[config.mk]
export PLATFORM = sky130hd
export DESIGN_NAME = sprite_animator
export DESIGN_NICKNAME = d
export VERILOG_FILES = /design/src/rtl/sprite_animator.sv
export SDC_FILE = /design/constraint.sdc
export NUM_CORES = 1
export LEC_CHECK = 0
export CORE_MARGIN = 2
export CORE_UTILIZATION = 50
export DETAILED_ROUTE_END_ITERATION = 7
export GPL_TIMING_DRIVEN = 0
export HOLD_SLACK_MARGIN = 0.08
export PLACE_DENSITY_LB_ADDON = 0.08
export SKIP_CTS_REPAIR_TIMING = 1
export SYNTH_ARGS = -nofsm -noshare
export SYNTH_HDL_FRONTEND = slang
export SYNTH_SLANG_ARGS = --single-unit
[constraint.sdc]
create_clock -name Clk -period 4.92 [get_ports Clk]
set_input_delay 0.984 -clock Clk [delete_from_list [all_inputs] [get_ports Clk]]
set_output_delay 0.984 -clock Clk [all_outputs]
set_load 0.02 [all_outputs]
[src/rtl/sprite_animator.sv]
// Walking-character sprite animator: VS-driven facing/step state plus a 2-cycle
// sprite-sheet fetch pipeline. Define SPRITE_MIRROR_EN to draw "left" as mirrored "right".
module sprite_animator #(
    parameter int unsigned SPR_W      = 19,
    parameter int unsigned SPR_H      = 29,
    parameter int unsigned SHEET_W    = 228,
    parameter int unsigned FRAME_DIV  = 8,
    parameter int unsigned ADDR_W     = 13,
    parameter int unsigned IDX_W      = 6,
    parameter int unsigned TRANSP_IDX = 6
) (
    input  logic              Clk,
    input  logic              Reset_n,
    input  logic              VS,
    input  logic              Moving,
    input  logic [1:0]        Direction,
    input  logic [9:0]        SprX,
    input  logic [9:0]        SprY,
    input  logic [9:0]        DrawX,
    input  logic [9:0]        DrawY,
    output logic [ADDR_W-1:0] rom_addr,
    input  logic [IDX_W-1:0]  rom_data,
    output logic              pix_valid,
    output logic [IDX_W-1:0]  pix_idx,
    output logic [1:0]        facing,
    output logic [1:0]        anim_step
);

    typedef enum logic [1:0] {
        DIR_UP    = 2'd0,
        DIR_RIGHT = 2'd1,
        DIR_DOWN  = 2'd2,
        DIR_LEFT  = 2'd3
    } dir_t;

    localparam int unsigned DIV_W = (FRAME_DIV > 1) ? $clog2(FRAME_DIV) : 1;

    logic       vs_s1, vs_s2, vs_prev;
    logic [1:0] sync_fill;
    logic       armed;
    logic       frame_tick;

    // armed only rises once the synchroniser holds a real VS sample that is low,
    // so a VS already high at reset release cannot masquerade as a rising edge.
    always_ff @(posedge Clk or negedge Reset_n) begin
        if (!Reset_n) begin
            vs_s1      <= 1'b0;
            vs_s2      <= 1'b0;
            vs_prev    <= 1'b0;
            sync_fill  <= '0;
            armed      <= 1'b0;
            frame_tick <= 1'b0;
        end else begin
            vs_s1      <= VS;
            vs_s2      <= vs_s1;
            vs_prev    <= vs_s2;
            sync_fill  <= {sync_fill[0], 1'b1};
            armed      <= armed | (sync_fill[1] & ~vs_s2);
            frame_tick <= armed & vs_s2 & ~vs_prev;
        end
    end

    dir_t             facing_q, facing_d;
    logic [1:0]       step_q, step_d;
    logic [DIV_W-1:0] div_q, div_d;

    always_ff @(posedge Clk or negedge Reset_n) begin
        if (!Reset_n) begin
            facing_q <= DIR_UP;
            step_q   <= '0;
            div_q    <= '0;
        end else begin
            facing_q <= facing_d;
            step_q   <= step_d;
            div_q    <= div_d;
        end
    end

    always_comb begin
        facing_d = facing_q;
        step_d   = step_q;
        div_d    = div_q;
        if (frame_tick) begin
            if (!Moving) begin
                step_d = '0;
                div_d  = '0;
            end else if (dir_t'(Direction) != facing_q) begin
                facing_d = dir_t'(Direction);
                step_d   = '0;
                div_d    = '0;
            end else if (div_q == DIV_W'(FRAME_DIV - 1)) begin
                div_d  = '0;
                step_d = step_q + 2'd1;
            end else begin
                div_d = div_q + DIV_W'(1);
            end
        end
    end

    assign facing    = facing_q;
    assign anim_step = step_q;

    logic [1:0] step_col;
    logic [3:0] base_col;
    logic [3:0] frame_col;

    always_comb begin
        case (step_q)
            2'd1:    step_col = 2'd0;
            2'd3:    step_col = 2'd2;
            default: step_col = 2'd1;
        endcase
    end

    always_comb begin
        case (facing_q)
            DIR_DOWN:  base_col = 4'd0;
`ifdef SPRITE_MIRROR_EN
            DIR_LEFT:  base_col = 4'd9;
`else
            DIR_LEFT:  base_col = 4'd3;
`endif
            DIR_UP:    base_col = 4'd6;
            default:   base_col = 4'd9;
        endcase
        frame_col = base_col + {2'b00, step_col};
    end

    logic [9:0]  dx, dy, x_off;
    logic [10:0] x_end, y_end;
    logic        hit;
    logic [ADDR_W-1:0] addr_calc;

    // Upper bounds in 11 bits so a sprite hanging off the right/bottom edge never wraps to 0.
    always_comb begin
        dx    = DrawX - SprX;
        dy    = DrawY - SprY;
        x_end = {1'b0, SprX} + 11'(SPR_W - 1);
        y_end = {1'b0, SprY} + 11'(SPR_H - 1);
        hit   = (DrawX >= SprX) && ({1'b0, DrawX} <= x_end) &&
                (DrawY >= SprY) && ({1'b0, DrawY} <= y_end);
`ifdef SPRITE_MIRROR_EN
        x_off = (facing_q == DIR_LEFT) ? (10'(SPR_W - 1) - dx) : dx;
`else
        x_off = dx;
`endif
        addr_calc = ADDR_W'(SHEET_W) * ADDR_W'(dy)
                  + ADDR_W'(frame_col) * ADDR_W'(SPR_W)
                  + ADDR_W'(x_off);
    end

    logic hit_d1, hit_d2;

    always_ff @(posedge Clk or negedge Reset_n) begin
        if (!Reset_n) begin
            rom_addr <= '0;
            hit_d1   <= 1'b0;
            hit_d2   <= 1'b0;
        end else begin
            rom_addr <= hit ? addr_calc : '0;
            hit_d1   <= hit;
            hit_d2   <= hit_d1;
        end
    end

    assign pix_valid = hit_d2 && (rom_data != IDX_W'(TRANSP_IDX));
    assign pix_idx   = pix_valid ? rom_data : '0;

endmodule

Word-level counts from Yosys, hierarchy flattened
Cells that the tools add are included.

word-level totals
  input bits = 52
  flip-flop bits (word level) = 29
  output and inout port bits = 24
  word-level logic and storage cells = 58

cells by class
  bitwise operators = 6
  eq/ne operators = 8
  reductions and logical operators = 7
  multiplexer cells = 10
  multipliers = 2
  add/sub/neg operators = 9
  order comparisons = 4

operators by type and width
  kind                                                    count
  adder 10 x 5 -> 11 bit (second input constant)          2
  <= comparator 10 x 11 -> 1 bit                          2
  >= comparator 10 bit                                    2
  subtractor 10 bit                                       2
  adder 13 x 10 -> 13 bit                                 1
  adder 13 x 9 -> 13 bit                                  1
  two-way mux 13 bit                                      1
  one-hot mux 4 bit (3 select lines)                      1
  multiplier 6 x 10 -> 11 bit (first input constant)      1
  multiplier 4 x 5 -> 9 bit (second input constant)       1
  two-way mux 3 bit                                       3
  == test 2 bit (second input constant)                   3
  two-way mux 2 bit                                       3
  two-way mux 6 bit                                       1
  inequality test 6 x 3 -> 1 bit (second input constant)  1
  adder 4 x 2 -> 4 bit                                    1
  logical AND 1 bit                                       4
  one-hot mux 2 bit (2 select lines)                      1
  adder 3 x 1 -> 3 bit (second input constant)            1
  bitwise AND 1 bit                                       3
  == test 3 bit (second input constant)                   1
  inequality test 3 x 1 -> 1 bit (second input constant)  1
  AND reduction 3 bit                                     1
  adder 2 x 1 -> 2 bit (second input constant)            1
  other kinds (6)                                         7

Longest topological paths before layout
Gate-level depths: netlist of the first run.

  word-level depth = 7
  mapped depth = 26
  depth with buffers taken out = 26

Worst setup path before layout of the first run
No wires, ideal clock.

  path type = input-to-reg
  from = input DrawY[0]
  to = register rom_addr[11]
  setup time = 0.129 ns
  cell stages on the path = 24
  data arrival time = 6.086 ns
  required time = 4.791 ns
  path buffers = 0
  path slack = -1.294 ns
  cells stage by stage = inv_1 ha_1 inv_1 fa_1 xor2_1 inv_1 fa_1 inv_1 ha_1 xor2_1 ha_1 ha_1 inv_1 fa_1 inv_1 ha_1 inv_1 fa_1 inv_1 ha_1 a211o_1 o21ai_0 mux2i_1 a31oi_1

between the ends
  cells in the longest elaborated chain, start to end = 5
  elaborated cells between the ends (all ways) = 9
  classes of those cells = add/sub: 3; mul: 1; order compare: 2; mux: 1; reduce/logical: 2

ends and longest elaborated chain
  what                         RTL line  source
  from (decl)                  20        input logic [9:0] DrawY,
  subtractor 10 bit            137       dy = DrawY - SprY;
  multiplier 6 x 10 -> 11 bit  147       addr_calc = ADDR_W'(SHEET_W) * ADDR_W'(dy)
  adder 13 x 9 -> 13 bit       148       + ADDR_W'(frame_col) * ADDR_W'(SPR_W)
  adder 13 x 10 -> 13 bit      149       + ADDR_W'(x_off);
  two-way mux 13 bit *         160       rom_addr <= hit ? addr_calc : '0;
  to (signal assigned)         160
  to (decl)                    21        output logic [ADDR_W-1:0] rom_addr,

Mark *: on every way between the ends. The rest lies on a longest branch, timed or not.
A chain may end at the register's enable or synchronous reset.

Worst setup path after layout of the first run
Ends and elaborated chain as after synthesis.

==> summary.md, run 1 <==
| Metric | Value |
|---|---|
| Number of global-route vias before repair | `between 3,000 and 4,000` |
| Count of pins over their slew limit | `0` |
| Number of enable-type register cells in the synthesized netlist | `0` |
| Seq cells post-synth | `29` |
| Proportion of total power due to net switching | `48.5%` |
| Routed vias | `roughly 3,700` |
| Global-route wire length before repair | `roughly 15 mm` |
| VDD IR max | `542 uV` |
| Sequential cell area in the final layout | `roughly 730 sq um` |
| Starting DRC count in detailed routing | `65` |
| Largest net degree at the start of global routing | `30` |
| Total number of placement rows | `34` |
| Worst clock skew on the final layout | `0.00786 ns` |
| Required @ worst endpoint | `5.06 ns` |
| Maximum clock rate | `~0.18 GHz` |
| Total power per unit cell area | `around 760 nW/um^2` |
| Grt ovf | `0` |
| Antenna diode count | `0` |
| Final-layout setup total negative slack | `-3.00 ns` |
| Class of the tightest hold or removal check | `flop to flop` |
| Worst slack after detailed placement | `-1.59 ns` |
| Clock power share | `between 4 and 5%` |
| Static leakage power | `2.88 nW` |
| CTS HTree Levels | `2` |
| Synth Flop Type | `sky130_fd_sc_hd__dfrtp_1` |
| Summed instance area of the synthesized netlist | `4390 sq um` |
| Total half-perimeter wirelength after legalization and detailed placement | `7.48 mm` |
| Die width | `approximately 100 microns` |
| Effective utilization at floorplan | `50.8%` |
| Headroom to the max-slew limit | `60.4%` |
| Fill cell instance count of the final layout | `710` |
| Post-synthesis cell type count | `49` |
| Status | `finished with violations` |
| Worst-path clk slew | `0.06 ns` |
| Number of hold-slack violations in the final timing report | `0` |
| Critical-path maximum fanout | `4` |
| I/O pin cnt | `76` |
| Worst-margin pin slew | `0.594 ns` |
| Weighted congestion reported at the end of routability-driven placement | `0.801` |
| Slack of the critical path | `-0.789 ns` |
| Port Buffer Count | `75` |
| Count of synthesis-stage warnings from yosys | `0` |
| Nets in the synthesized netlist | `a little under 700` |
| Proportion of power drawn by combinational gates | `89.3%` |
| Startpoint types | `primary input` |
| Switching component of the power | `0.00212 W` |
| Number of clock buffers inserted by TritonCTS | `5` |
| Internal power consumption | `0.00225 W` |
| Die height | `approximately 98 microns` |
| Critical Setup Path Class | `primary input to flop` |
| Post-Syn Instances | `509` |
| Final period util | `116%` |
| Share of final-layout standard cells stronger than drive strength 1 | `12.1%` |
| Setup repair after global routing missed its margin | `true` |
| FFs w/ async S/R, synth | `100%` |
| TritonCTS clock tree | `yes` |
| MaxCap Viol Count | `0` |
| Mapped Avg Cell Area | `8.62 sq um` |
| Failing checks | `negative setup slack` |
| Via/cell ratio | `5.19` |
| Area growth from synthesis to layout | `30.8%` |
| Final core utilization | `66.5%` |
| Portion of total power attributed to sequential cells | `6.6%` |
| Area of the multi-input gates | `3550 sq um` |
| Antenna violations before repair | `0` |
| Core ar. | `8640 sq um` |
| Clk Latency, worst-skew pair | `around 0.27 ns` |
| DRC violation count after routing | `0` |
| Sinks on the clock net | `29` |
| Type of element capturing the critical path | `flop` |
| Data arrival time at the worst-slack endpoint | `5.85 ns` |
| Maximum clock path buffer count | `2` |
| Final number of setup-violating endpoints | `5` |
| Cell at the root of the clock tree | `sky130_fd_sc_hd__clkbuf_8` |
| Number of nets in the layout | `about 770` |
| Die Footprint | `9540 sq um` |
| Sequential fraction of the synthesis area | `16.5%` |
| Drt first pass iters | `4` |
| Worst reg2reg path startpoint | `facing[1]` |
| Min-delay src | `hit_d1` |
| Drt wl/cell | `12.4 microns` |
| Worst setup path startpoint | `DrawY[0]` |
| Final period demand of the worst path | `5.71 ns` |
| Total wire length after detailed routing | `8.79 mm` |
| Overall global routing resource usage | `18.4%` |
| Antenna-violating nets left | `0` |
## cell type report
class,count,area share (%)
Multi-Input combinational cell,378,61.8
Timing Repair Buffer,85,14.6
Sequential cell,29,12.6
Inverter,98,6.62
Tap cell,108,2.35
Clock buffer,6,1.26
Buffer,4,0.545
Clock inverter,2,0.174
## cells in the final DEF, fill, tap and decap left out, types with 5 or more instances in the layout
master                            Yosys  layout
sky130_fd_sc_hd__o21a_1               5       5
sky130_fd_sc_hd__and2_1              10       9
sky130_fd_sc_hd__nand3_1             11      11
sky130_fd_sc_hd__buf_4                0      10
sky130_fd_sc_hd__o21ai_0             25      17
sky130_fd_sc_hd__xor2_1              14      11
sky130_fd_sc_hd__dlymetal6s2s_1       0       6
sky130_fd_sc_hd__dfrtp_1             29      29
sky130_fd_sc_hd__nor3_1              14      13
sky130_fd_sc_hd__nor2_1              32      31
sky130_fd_sc_hd__nand2_1             18      18
sky130_fd_sc_hd__inv_1               98      88
sky130_fd_sc_hd__nand4_1              5       5
sky130_fd_sc_hd__ha_1                95      82
sky130_fd_sc_hd__a21oi_1             19      14
sky130_fd_sc_hd__inv_2                0       9
sky130_fd_sc_hd__and3_1               6       6
sky130_fd_sc_hd__clkbuf_8             0       5
sky130_fd_sc_hd__a21o_1              15      15
sky130_fd_sc_hd__fa_1                20      18
sky130_fd_sc_hd__clkdlybuf4s50_1      0      66
sky130_fd_sc_hd__a21oi_2              0       5
sky130_fd_sc_hd__ha_4                 0      12
sky130_fd_sc_hd__xnor2_1             35      34
## path summary, 6_finish.rpt
| kind | depth (start not counted) | slack (ns) | endpoint |
|---|---|---|---|
| min in group asynchronous | 1 | 0.72 | frame_tick |
| min reg2reg | 0 | 0.35 | hit_d2 |
| max reg2reg | 19 | 0.07 | rom_addr[12] |
| max | 25 | -0.79 | rom_addr[11] |
| max in group asynchronous | 1 | 3.81 | vs_s1 |
| min | 0 | 0.35 | hit_d2 |
## stage by stage
stage | hold WS, ns | std cells | power [W] | instance area (sq um)
global placement | 0.332 | 692 | 0.00377 | 5380
finish | 0.351 | 710 | 0.00437 | 5740
CTS | 0.354 | 700 | 0.00405 | 5460
detailed placement | 0.336 | 692 | 0.00383 | 5380
floorplan | 0.331 | 509 | 0.00319 | 4490
global route | 0.355 | 710 | 0.00496 | 5740
## power groups by stage
stage / Combinational (W) / Sequential [W] / Clock (W)
floorplan: 0.00286 / 0.000328 / 0
global placement: 0.00348 / 0.000291 / 0
detailed placement: 0.00354 / 0.000292 / 0
CTS: 0.00357 / 0.000288 / 0.000187
global route: 0.00447 / 0.000291 / 0.000194
finish: 0.00390 / 0.000287 / 0.000180
## synth_stat cells (all sizes together) (2+ instances only)
| master | instances | area [sq um] |
|---|---|---|
| nor2 | 32 | 120 |
| nor4 | 4 | 25.0 |
| a21oi | 19 | 95.1 |
| a21o | 15 | 113 |
| o21ai | 25 | 125 |
| o31ai | 3 | 22.5 |
| nand4 | 5 | 31.3 |
| a31oi | 5 | 31.3 |
| mux2 | 2 | 22.5 |
| or3 | 2 | 12.5 |
| buf | 3 | 21.3 |
| fa | 20 | 400 |
| o2111ai | 2 | 17.5 |
| nand2 | 18 | 67.6 |
| inv | 98 | 368 |
| maj3 | 2 | 20.0 |
| a2111oi | 2 | 17.5 |
| o21bai | 3 | 22.5 |
| and2 | 10 | 62.6 |
| o211a | 2 | 20.0 |
| nand2b | 4 | 25.0 |
| o21a | 5 | 37.5 |
| xor2 | 14 | 123 |
| a211oi | 4 | 35.0 |
| nor2b | 3 | 18.8 |
| nand3 | 11 | 55.1 |
| nor3 | 14 | 70.1 |
| xnor2 | 35 | 307 |
| ha | 95 | 1190 |
| and3 | 6 | 37.5 |
| or4 | 2 | 15.0 |
| dfrtp | 29 | 726 |
## cells by family (layout without fill, tap and decap cells)
group           after synthesis  after routing  share of synthesized area [%]
compound gates               93             93                           13.9
mux                           3              3                          0.741
flops                        29             29                           16.5
xor+xnor                     50             50                           10.3
buf+inv                     102            195                           8.95
simple gates                114            114                           12.9
other cells                   1              1                         0.0854
fa+ha+maj                   117            117                           36.7
## registers in the layout, indices dropped and copies added (netlist names), 2 cells and up
name / count
div_q: 3
rom_addr: 13
anim_step: 2
facing: 2
sync_fill: 2
## layer usage
layer	vias to the layer above	routed length, microns	GRT usage, %	part of all wire (%)
li1	1896	-	-	-
met2	71	4430	34.3	50
met5	-	0	0	0
met1	1709	3970	23.3	45
met3	7	310	1.37	3.5
met4	0	74	3.85	0.84
## worst max-delay path, cell delays in order
cell and delay [ns]:
sky130_fd_sc_hd__buf_8 0.11, sky130_fd_sc_hd__inv_12 0.04, sky130_fd_sc_hd__ha_4 0.12, sky130_fd_sc_hd__inv_2 0.03
sky130_fd_sc_hd__fa_2 0.40, sky130_fd_sc_hd__xor2_4 0.25, sky130_fd_sc_hd__inv_2 0.07, sky130_fd_sc_hd__fa_1 0.52
sky130_fd_sc_hd__inv_2 0.04, sky130_fd_sc_hd__ha_4 0.21, sky130_fd_sc_hd__xor2_1 0.15, sky130_fd_sc_hd__ha_1 0.33
sky130_fd_sc_hd__ha_4 0.15, sky130_fd_sc_hd__inv_2 0.04, sky130_fd_sc_hd__fa_1 0.47, sky130_fd_sc_hd__inv_1 0.04
sky130_fd_sc_hd__ha_1 0.28, sky130_fd_sc_hd__inv_2 0.04, sky130_fd_sc_hd__fa_1 0.51, sky130_fd_sc_hd__inv_2 0.05
sky130_fd_sc_hd__ha_4 0.25, sky130_fd_sc_hd__a211o_1 0.30, sky130_fd_sc_hd__o21ai_2 0.17, sky130_fd_sc_hd__mux2i_1 0.20
sky130_fd_sc_hd__a31oi_1 0.10
No activity file was read; power rests on OpenSTA's default activity.
==> run 2, diff against run 1 <==
--- a/config.mk
+++ b/config.mk
@@ -7,6 +7,7 @@
 export LEC_CHECK = 0
 export CORE_MARGIN = 2
 export CORE_UTILIZATION = 50
+export CTS_CLUSTER_SIZE = 40
 export DETAILED_ROUTE_END_ITERATION = 7
 export GPL_TIMING_DRIVEN = 0
 export HOLD_SLACK_MARGIN = 0.08
==> results of run 2 <==
No change in the layout: final DEF, timing and power equal those of run 1.
